<file path="src/rtl/rst_seq_gen.sv">
// Reset sequencer: waits for a filtered PLL lock, applies a power-on delay, then
// releases N_CH active-low resets in order, one stagger interval apart.
module rst_seq_gen #(
  parameter int unsigned N_CH      = 4,
  parameter int unsigned DLY_CNT   = 2500000,
  parameter int unsigned STG_CNT   = 50000,
  parameter int unsigned LOCK_FILT = 16,
  parameter int unsigned HOLD_CNT  = 16,
  parameter int unsigned CNT_W     = 32
) (
  input  logic            i_clk,
  input  logic            i_rst_n,
  input  logic            i_pll_lock,
  input  logic            i_sw_rst,
  output logic [N_CH-1:0] o_reset_n,
  output logic            o_done,
  output logic [2:0]      o_state
);

  localparam longint unsigned CNT_MAX =
    (CNT_W >= 64) ? 64'hFFFF_FFFF_FFFF_FFFF : ((64'd1 << CNT_W) - 64'd1);

  // Parameter sanity, fatal at elaboration
  generate
    if (N_CH < 1 || N_CH > 16) begin : g_bad_n_ch
      $fatal(1, "rst_seq_gen: N_CH must be in 1..16");
    end
    if (DLY_CNT < 1) begin : g_bad_dly
      $fatal(1, "rst_seq_gen: DLY_CNT must be at least 1");
    end
    if (STG_CNT < 1) begin : g_bad_stg
      $fatal(1, "rst_seq_gen: STG_CNT must be at least 1");
    end
    if (LOCK_FILT < 1) begin : g_bad_filt
      $fatal(1, "rst_seq_gen: LOCK_FILT must be at least 1");
    end
    if (HOLD_CNT < 1) begin : g_bad_hold
      $fatal(1, "rst_seq_gen: HOLD_CNT must be at least 1");
    end
    if (CNT_W < 1 || CNT_W > 64) begin : g_bad_cnt_w
      $fatal(1, "rst_seq_gen: CNT_W must be in 1..64");
    end
    if (64'(DLY_CNT) > CNT_MAX || 64'(STG_CNT) > CNT_MAX ||
        64'(LOCK_FILT) > CNT_MAX || 64'(HOLD_CNT) > CNT_MAX) begin : g_bad_range
      $fatal(1, "rst_seq_gen: CNT_W too narrow for the configured counts");
    end
  endgenerate

  typedef enum logic [2:0] {
    ST_ASSERT    = 3'd0,
    ST_WAIT_LOCK = 3'd1,
    ST_POR_DLY   = 3'd2,
    ST_RELEASE   = 3'd3,
    ST_RUN       = 3'd4
  } state_e;

  // Terminal values: each counter starts at 0 on state entry
  localparam logic [CNT_W-1:0] HOLD_LAST = CNT_W'(HOLD_CNT - 1);
  localparam logic [CNT_W-1:0] FILT_LAST = CNT_W'(LOCK_FILT - 1);
  localparam logic [CNT_W-1:0] DLY_LAST  = CNT_W'(DLY_CNT - 1);
  localparam logic [CNT_W-1:0] STG_LAST  = CNT_W'(STG_CNT - 1);

  logic             sync1_q, sync1_d;
  logic             lock_s_q, lock_s_d;
  state_e           state_q, state_d;
  logic [CNT_W-1:0] hold_q, hold_d;
  logic [CNT_W-1:0] filt_q, filt_d;
  logic [CNT_W-1:0] dly_q, dly_d;
  logic [CNT_W-1:0] stg_q, stg_d;
  logic [N_CH-1:0]  reset_n_q, reset_n_d;
  logic             done_q, done_d;
  logic             seq_active;

  function automatic logic [CNT_W-1:0] sat_inc(input logic [CNT_W-1:0] v);
    return (&v) ? v : v + CNT_W'(1);
  endfunction

  always_ff @(posedge i_clk or negedge i_rst_n) begin
    if (!i_rst_n) begin
      sync1_q   <= 1'b0;
      lock_s_q  <= 1'b0;
      state_q   <= ST_ASSERT;
      hold_q    <= '0;
      filt_q    <= '0;
      dly_q     <= '0;
      stg_q     <= '0;
      reset_n_q <= '0;
      done_q    <= 1'b0;
    end else begin
      sync1_q   <= sync1_d;
      lock_s_q  <= lock_s_d;
      state_q   <= state_d;
      hold_q    <= hold_d;
      filt_q    <= filt_d;
      dly_q     <= dly_d;
      stg_q     <= stg_d;
      reset_n_q <= reset_n_d;
      done_q    <= done_d;
    end
  end

  // Counters default to zero so each one only advances inside its own state
  always_comb begin
    sync1_d    = i_pll_lock;
    lock_s_d   = sync1_q;
    state_d    = state_q;
    hold_d     = '0;
    filt_d     = '0;
    dly_d      = '0;
    stg_d      = '0;
    reset_n_d  = reset_n_q;
    done_d     = done_q;
    seq_active = 1'b0;

    unique case (state_q)
      ST_ASSERT: begin
        reset_n_d = '0;
        done_d    = 1'b0;
        if (hold_q >= HOLD_LAST) begin
          state_d = ST_WAIT_LOCK;
        end else begin
          hold_d = sat_inc(hold_q);
        end
      end
      ST_WAIT_LOCK: begin
        if (lock_s_q) begin
          if (filt_q >= FILT_LAST) begin
            state_d = ST_POR_DLY;
          end else begin
            filt_d = sat_inc(filt_q);
          end
        end
      end
      ST_POR_DLY: begin
        seq_active = 1'b1;
        if (dly_q >= DLY_LAST) begin
          reset_n_d = N_CH'(1);
          if (&reset_n_d) begin
            state_d = ST_RUN;
            done_d  = 1'b1;
          end else begin
            state_d = ST_RELEASE;
          end
        end else begin
          dly_d = sat_inc(dly_q);
        end
      end
      ST_RELEASE: begin
        seq_active = 1'b1;
        if (stg_q >= STG_LAST) begin
          // Thermometer shift keeps release strictly in bit order
          reset_n_d = (reset_n_q << 1) | N_CH'(1);
          if (&reset_n_d) begin
            state_d = ST_RUN;
            done_d  = 1'b1;
          end
        end else begin
          stg_d = sat_inc(stg_q);
        end
      end
      ST_RUN: begin
        seq_active = 1'b1;
      end
      default: begin
        state_d = ST_ASSERT;
      end
    endcase

    // Software reset or lock loss both collapse to a single clean ASSERT entry
    if (i_sw_rst || (seq_active && !lock_s_q)) begin
      state_d   = ST_ASSERT;
      hold_d    = '0;
      filt_d    = '0;
      dly_d     = '0;
      stg_d     = '0;
      reset_n_d = '0;
      done_d    = 1'b0;
    end
  end

  assign o_reset_n = reset_n_q;
  assign o_done    = done_q;
  assign o_state   = state_q;

endmodule

</file>
<file path="config.mk">
export PLATFORM = sky130hd
export DESIGN_NAME = rst_seq_gen
export DESIGN_NICKNAME = d
export VERILOG_FILES = /design/src/rtl/rst_seq_gen.sv
export SDC_FILE = /design/constraint.sdc
export NUM_CORES = 1
export LEC_CHECK = 0
export BUFFER_PORTS_ARGS = -buffer_cell sky130_fd_sc_hd__buf_2
export CAP_MARGIN = 20
export CORE_AREA = 2 2 126 128
export CTS_CLUSTER_DIAMETER = 50
export DETAILED_ROUTE_END_ITERATION = 10
export DIE_AREA = 0 0 128 130
export PLACE_DENSITY = 0.53
export SLEW_MARGIN = 20
export SYNTH_ARGS = -nofsm -noshare
export SYNTH_HDL_FRONTEND = slang
export SYNTH_SLANG_ARGS = --single-unit
</file>
<file path="constraint.sdc">
create_clock -name i_clk -period 4.62 [get_ports i_clk]
set_input_delay 0.462 -clock i_clk [delete_from_list [all_inputs] [get_ports i_clk]]
set_output_delay 0.462 -clock i_clk [all_outputs]
set_load 0.05 [all_outputs]
</file>
-- Yosys cells after proc, flatten, opt, wreduce, memory -nomap -nowiden
Index checks and enable logic that the tools add are counted.
- output and inout bits: 8
- register bits: 138
- word-level logic and storage cells: 81
- input bits: 4
- reduce and logical (&&, ||, !) cells: 15
- order comparisons: 4
- equal/unequal tests: 15
- mux-type cells: 34
- $add $sub $neg: 4
- operators with widths (cell ; count):
    $mux 32 ; 17
    $add 32x1->32 const B ; 4
    $reduce_and 32->1 ; 4
    $ge 32x4->1 const B ; 2
    $ge 32x16->1 const B ; 1
    $ge 32x22->1 const B ; 1
    $mux 3 ; 7
    $ne 3x3->1 const B ; 6
    $pmux 3 s5 ; 1
    $mux 4 ; 3
    $ne 4x4->1 const B ; 3
    $pmux 4 s3 ; 1
    $reduce_and 3->1 ; 3
    $reduce_and 7->1 ; 1
    $eq 3x2->1 const B ; 2
    $ne 5x5->1 const B ; 1
    $mux 1 ; 4
    $reduce_bool 4->1 ; 1
    $eq 3x1->1 const B ; 1
    $eq 3x3->1 const B ; 1
    $logic_not 3->1 ; 1
    $reduce_bool 3->1 ; 1
    $reduce_or 3->1 ; 1
    $ne 2x2->1 const B ; 1
    4 further kinds ; 4

-- Logic depth before layout (Yosys ltp)
- word-level depth: 7
- mapped depth: 8
- gate-level depth less buffers: 7

-- Worst setup path before layout
OpenSTA, ideal clock, no wires.
- path kind: register to register
- start: register state_q[0], in the netlist o_state[0]
- end: register state_q[0], in the netlist o_state[0]
- cell stages (with the launch flop): 7
- data required time: 4492 ps
- data arrival time: 2204 ps
- library setup time: 128 ps
- path slack: 2288 ps
- path buffers: 2
- period minus slack after synthesis: 2332 ps
- path through: dfrtp_1 -> clkbuf_1 -> or2_2 -> or4_1 -> clkbuf_1 -> o2111ai_2 -> mux2_1
- cells in the longest elaborated chain, start to end: 7
- elaborated cells on any way between the ends: 19
- those cells by class: 11 x eq/ne; 3 x mux; 5 x reduce/logical
- RTL lines (what ; line ; text):
    start: declaration ; 65 ; state_e state_q, state_d;
    start signal: assignment ; 92 ; state_q <= state_d;
    $eq 3x2->1 / $eq 3x3->1 (equally long branches) ; 115 ; unique case (state_q)
    $reduce_or 3->1 (no source line) ; -- ;
    $mux 1 ; 115 ;
    $logic_and 1x1->1 ; 170 ; if (i_sw_rst || (seq_active && !lock_s_q)) begin
    $logic_or 1x1->1 ; 170 ;
    $ne 3x3->1 (no source line) / $ne 2x2->1 (equally long branches) ; -- ;
    $reduce_and 7->1 (no source line) ; -- ;
Several ways; a longest one is shown, not always the timed one.
A chain may end at the register's enable or synchronous reset.

-- Worst setup path in the final report
- start: register stg_q[0]
- end: register state_q[1], in the netlist o_state[1]
- cells in the longest elaborated chain, start to end: 3
- RTL lines (what ; line ; text):
    start: declaration ; 69 ; logic [CNT_W-1:0] stg_q, stg_d;
    start signal: assignment ; 96 ; stg_q <= stg_d;
    $ge 32x16->1 ; 150 ; if (stg_q >= STG_LAST) begin
    $ne 3x3->1 (no source line) ; -- ;
    $reduce_and 7->1 (no source line) ; -- ;
No other way between the ends.

==> impl_metrics.json <==
{
  "fp.dieW_um": 128,
  "r2r_start": "stg_q[0]",
  "place_hpwl_um": 6329,
  "instances_no_fill": 739,
  "setup_tns_ps": 0,
  "chipHeight_um": 130,
  "syn_avg_cell_area_um2": 12.23,
  "max_freq_ghz": 0.3880,
  "antenna_found_initial": 0,
  "crit_path_max_fanout": 19,
  "synthCells": 433,
  "ys_warn_count": 0,
  "crit_buf_inv": 0,
  "io-pin-count": 12,
  "dieArea_um2": 16640,
  "switchingPower_w": 0.0006540,
  "reg2reg_to": "o_state[1]",
  "place_ws_ps": 2014,
  "clock_path_buffers": 2,
  "cts.htree.levels": 4,
  "post_cts_resized": 0,
  "max_stage_delay_ps": 720,
  "synthAdderAreaFrac": 0.009454,
  "cp_data_arrival_time_ps": 2860,
  "n_antenna_cell": 0,
  "antenna_left": 0,
  "postCtsHoldBufs": 0,
  "ys_async_sr_fraction": 1.000,
  "critical_path_depth": 7,
  "routed_via_density": 4.644,
  "yosys.area.top_type": "dfrtp_1",
  "cts_tree": "built",
  "track_usage": 0.1296,
  "slowest_stage": "o311ai_4",
  "initial_core_util": 0.3432,
  "p_int_w": 0.002201,
  "hold_violations": 0,
  "clk_pin_slew_ps": 60,
  "drt_wl_total_um": 9296,
  "setup_slack_ps": 2043,
  "first_pass_iters": 5,
  "rsz0062_at_grt": "no",
  "total_power_w": 0.002855,
  "drt_first_iter_violations": 228,
  "via_count": 3432,
  "cap_viol_max_count": 0,
  "drcViolationCount": 0,
  "layout.nets": 542,
  "io_buffer_count": 11,
  "synth_xor_area_frac": 0.04798,
  "rrSetupSlack_ps": 2040,
  "endpoint_kind": "flip-flop",
  "cts.sinks": 138,
  "cp-startpoint": "stg_q[0]",
  "grt_max_degree": 97,
  "grt_pass1_wl_um": 16700,
  "endpoint": "o_state[1]",
  "ys.flop_type": "dfrtp_1",
  "cts_made_buffers": 17,
  "gp_congestion": 0.7945,
  "crit_type": "reg -> reg",
  "synthDistinctLibCells": 50,
  "switching_share": 0.2290,
  "nFillCells": 1461,
  "first_global_vias": 3517,
  "insertion_delay_ps": 410,
  "relSlewSlack": 0.4210,
  "synthesis.area_um2": 5294,
  "drive_above_1_share": 0.09324,
  "critPathTopFamily": "compound AO/OA/AOI/OAI gates",
  "peakVddDrop_v": 0.0002481,
  "fp.coreArea_um2": 15420,
  "gr-total-overflow": 0,
  "synth_edf_count": 0,
  "share_comb_of_total_power": 0.058,
  "power.density_nw_per_um2": 441.2,
  "ys_ff_latch": 138,
  "synth_area_leaders": "dfrtp_1 65%, xor2_1 3.8%, nand4_1 3.7%",
  "syn_to_final_growth_pct": 22.24,
  "post_cts_buffers": 0,
  "yosys.area.top_type_share": 0.6523,
  "ys_seq_area_frac": 0.6523,
  "status": "complete, no violations",
  "skew_ps": 5.304,
  "synth_top_family_by_area": "simple AND/OR/NAND/NOR gates",
  "root_buffer": "clkbuf_16",
  "synth_compound_area_frac": 0.06381,
  "slew_violations": 0,
  "worst_slew_pin_slew_ps": 868.5,
  "synth.mux.area_fraction": 0.01182,
  "fin_crit_ps": 2577,
  "stdcell_area_um2": 6471,
  "setup_viol": 0,
  "path_cells": "ha_1 > a311o_1 > a211oi_4 > o311ai_4 > a21boi_4 > o2111ai_2 > mux2_1",
  "rr_worst_depth": 7,
  "fin_crit_sh": 0.5578,
  "dp_cells": 707,
  "crit_required_ps": 4910,
  "clkPwrFrac": 0.484,
  "placed_area_um2": 5856,
  "worstHoldPathType": "in -> async",
  "start_kind": "flip-flop",
  "p_leak_nw": 2.875,
  "fp-row-count": 46,
  "seq_power_share": 0.458,
  "routedWlPerCell_um": 12.58,
  "synthSimpleGateAreaFrac": 0.1992
}
cell type report:
class | count | area, um2 | share of cell area
Tap cell | 192 | 240.2 | 0.03712
Multi-Input combinational cell | 358 | 2067 | 0.3194
Sequential cell | 138 | 3453 | 0.5336
Inverter | 7 | 26.28 | 0.004060
Clock buffer | 22 | 474.2 | 0.07328
Clock inverter | 10 | 141.4 | 0.02185
Timing Repair Buffer | 12 | 68.82 | 0.01063
power by group through the flow:
stage | clock network, W | registers, W | logic [W]
floorplan | 0 | 0.00134 | 0.0000927
global placement | 0 | 0.00133 | 0.000166
detailed placement | 0 | 0.00133 | 0.000166
CTS | 0.00142 | 0.00131 | 0.000167
global route | 0.00149 | 0.00132 | 0.000188
finish | 0.00138 | 0.00131 | 0.000166
sequential cells by signal (all words and copies together), names as in the netlist:
name	flops
lock_s_q	1
o_reset_n	4
dly_q	32
filt_q	32
stg_q	32
lock_s_d	1
hold_q	32
o_state	3
o_done	1
worst min path at each step:
stage | cells after the start | endpoint | slack, ps | from
4_1_cts | 1 | lock_s_d | 140 | i_pll_lock
3_5_place_dp | 0 | lock_s_q | 330 | lock_s_d
6_report | 1 | hold_q[25] | 120 | i_rst_n
2_1_floorplan | 0 | dly_q[0] | 170 | i_rst_n
5_1_grt | 1 | lock_s_d | 130 | i_pll_lock
3_3_place_gp | 0 | lock_s_q | 340 | lock_s_d
Yosys cell counts, drive strengths merged (2+ instances only):
cell type,count
and2,8
ha,4
nor4,23
o21ai,11
a211o,3
inv,7
nand3,19
nor2b,3
mux2,2
a211oi,4
a31oi,2
xnor2,6
a21oi,7
dfrtp,138
or4,3
nand4,31
buf,3
mux2i,4
nand2,23
o211ai,3
clkbuf,8
xor2,23
and4,6
nor2,47
nand3b,2
and3,19
o2111ai,3
nor3,4
cell usage in the layout, fill, tap and decap left out, types with 3 or more instances in the layout:
cell       count
inv_1          7
a211oi_1       3
dfrtp_1      138
nor2b_1        3
bufinv_16      3
nor3_1         4
and3_1        19
clkbuf_8       3
o211ai_1       3
ha_1           4
conb_1        82
xor2_1        23
clkinv_4       3
a21oi_1        7
mux2i_1        4
and4_1         6
clkbuf_16     17
nand4_1       31
buf_2         10
nand3_1       19
nor4_1        23
xnor2_1        6
nand2_1       23
nor2_1        47
and2_1         8
o21ai_0       10
a211o_1        3
through the flow:
step,hold slack (ps),utilization
final,118.1,0.4195
after global routing,132.1,0.4195
after CTS,143.4,0.4195
after detailed placement,334.7,0.3796
after global placement,338.4,0.3796
after floorplan,166.4,-
kinds of logic after synthesis:
logic type,count (synthesis)
simple gates,195
flops,138
compound gates,42
xor+xnor,29
buf+inv,18
mux,6
fa+ha+maj,4
other cells,1
metal layers:
layer	share of wire	GRT usage	up-vias
met5	0	0	-
met3	0.034	0.04428	10
li1	-	-	1692
met4	0.012	0.04848	0
met2	0.47	0.1991	40
met1	0.48	0.1714	1690
Note: power is estimated with default switching activity, not from simulation.
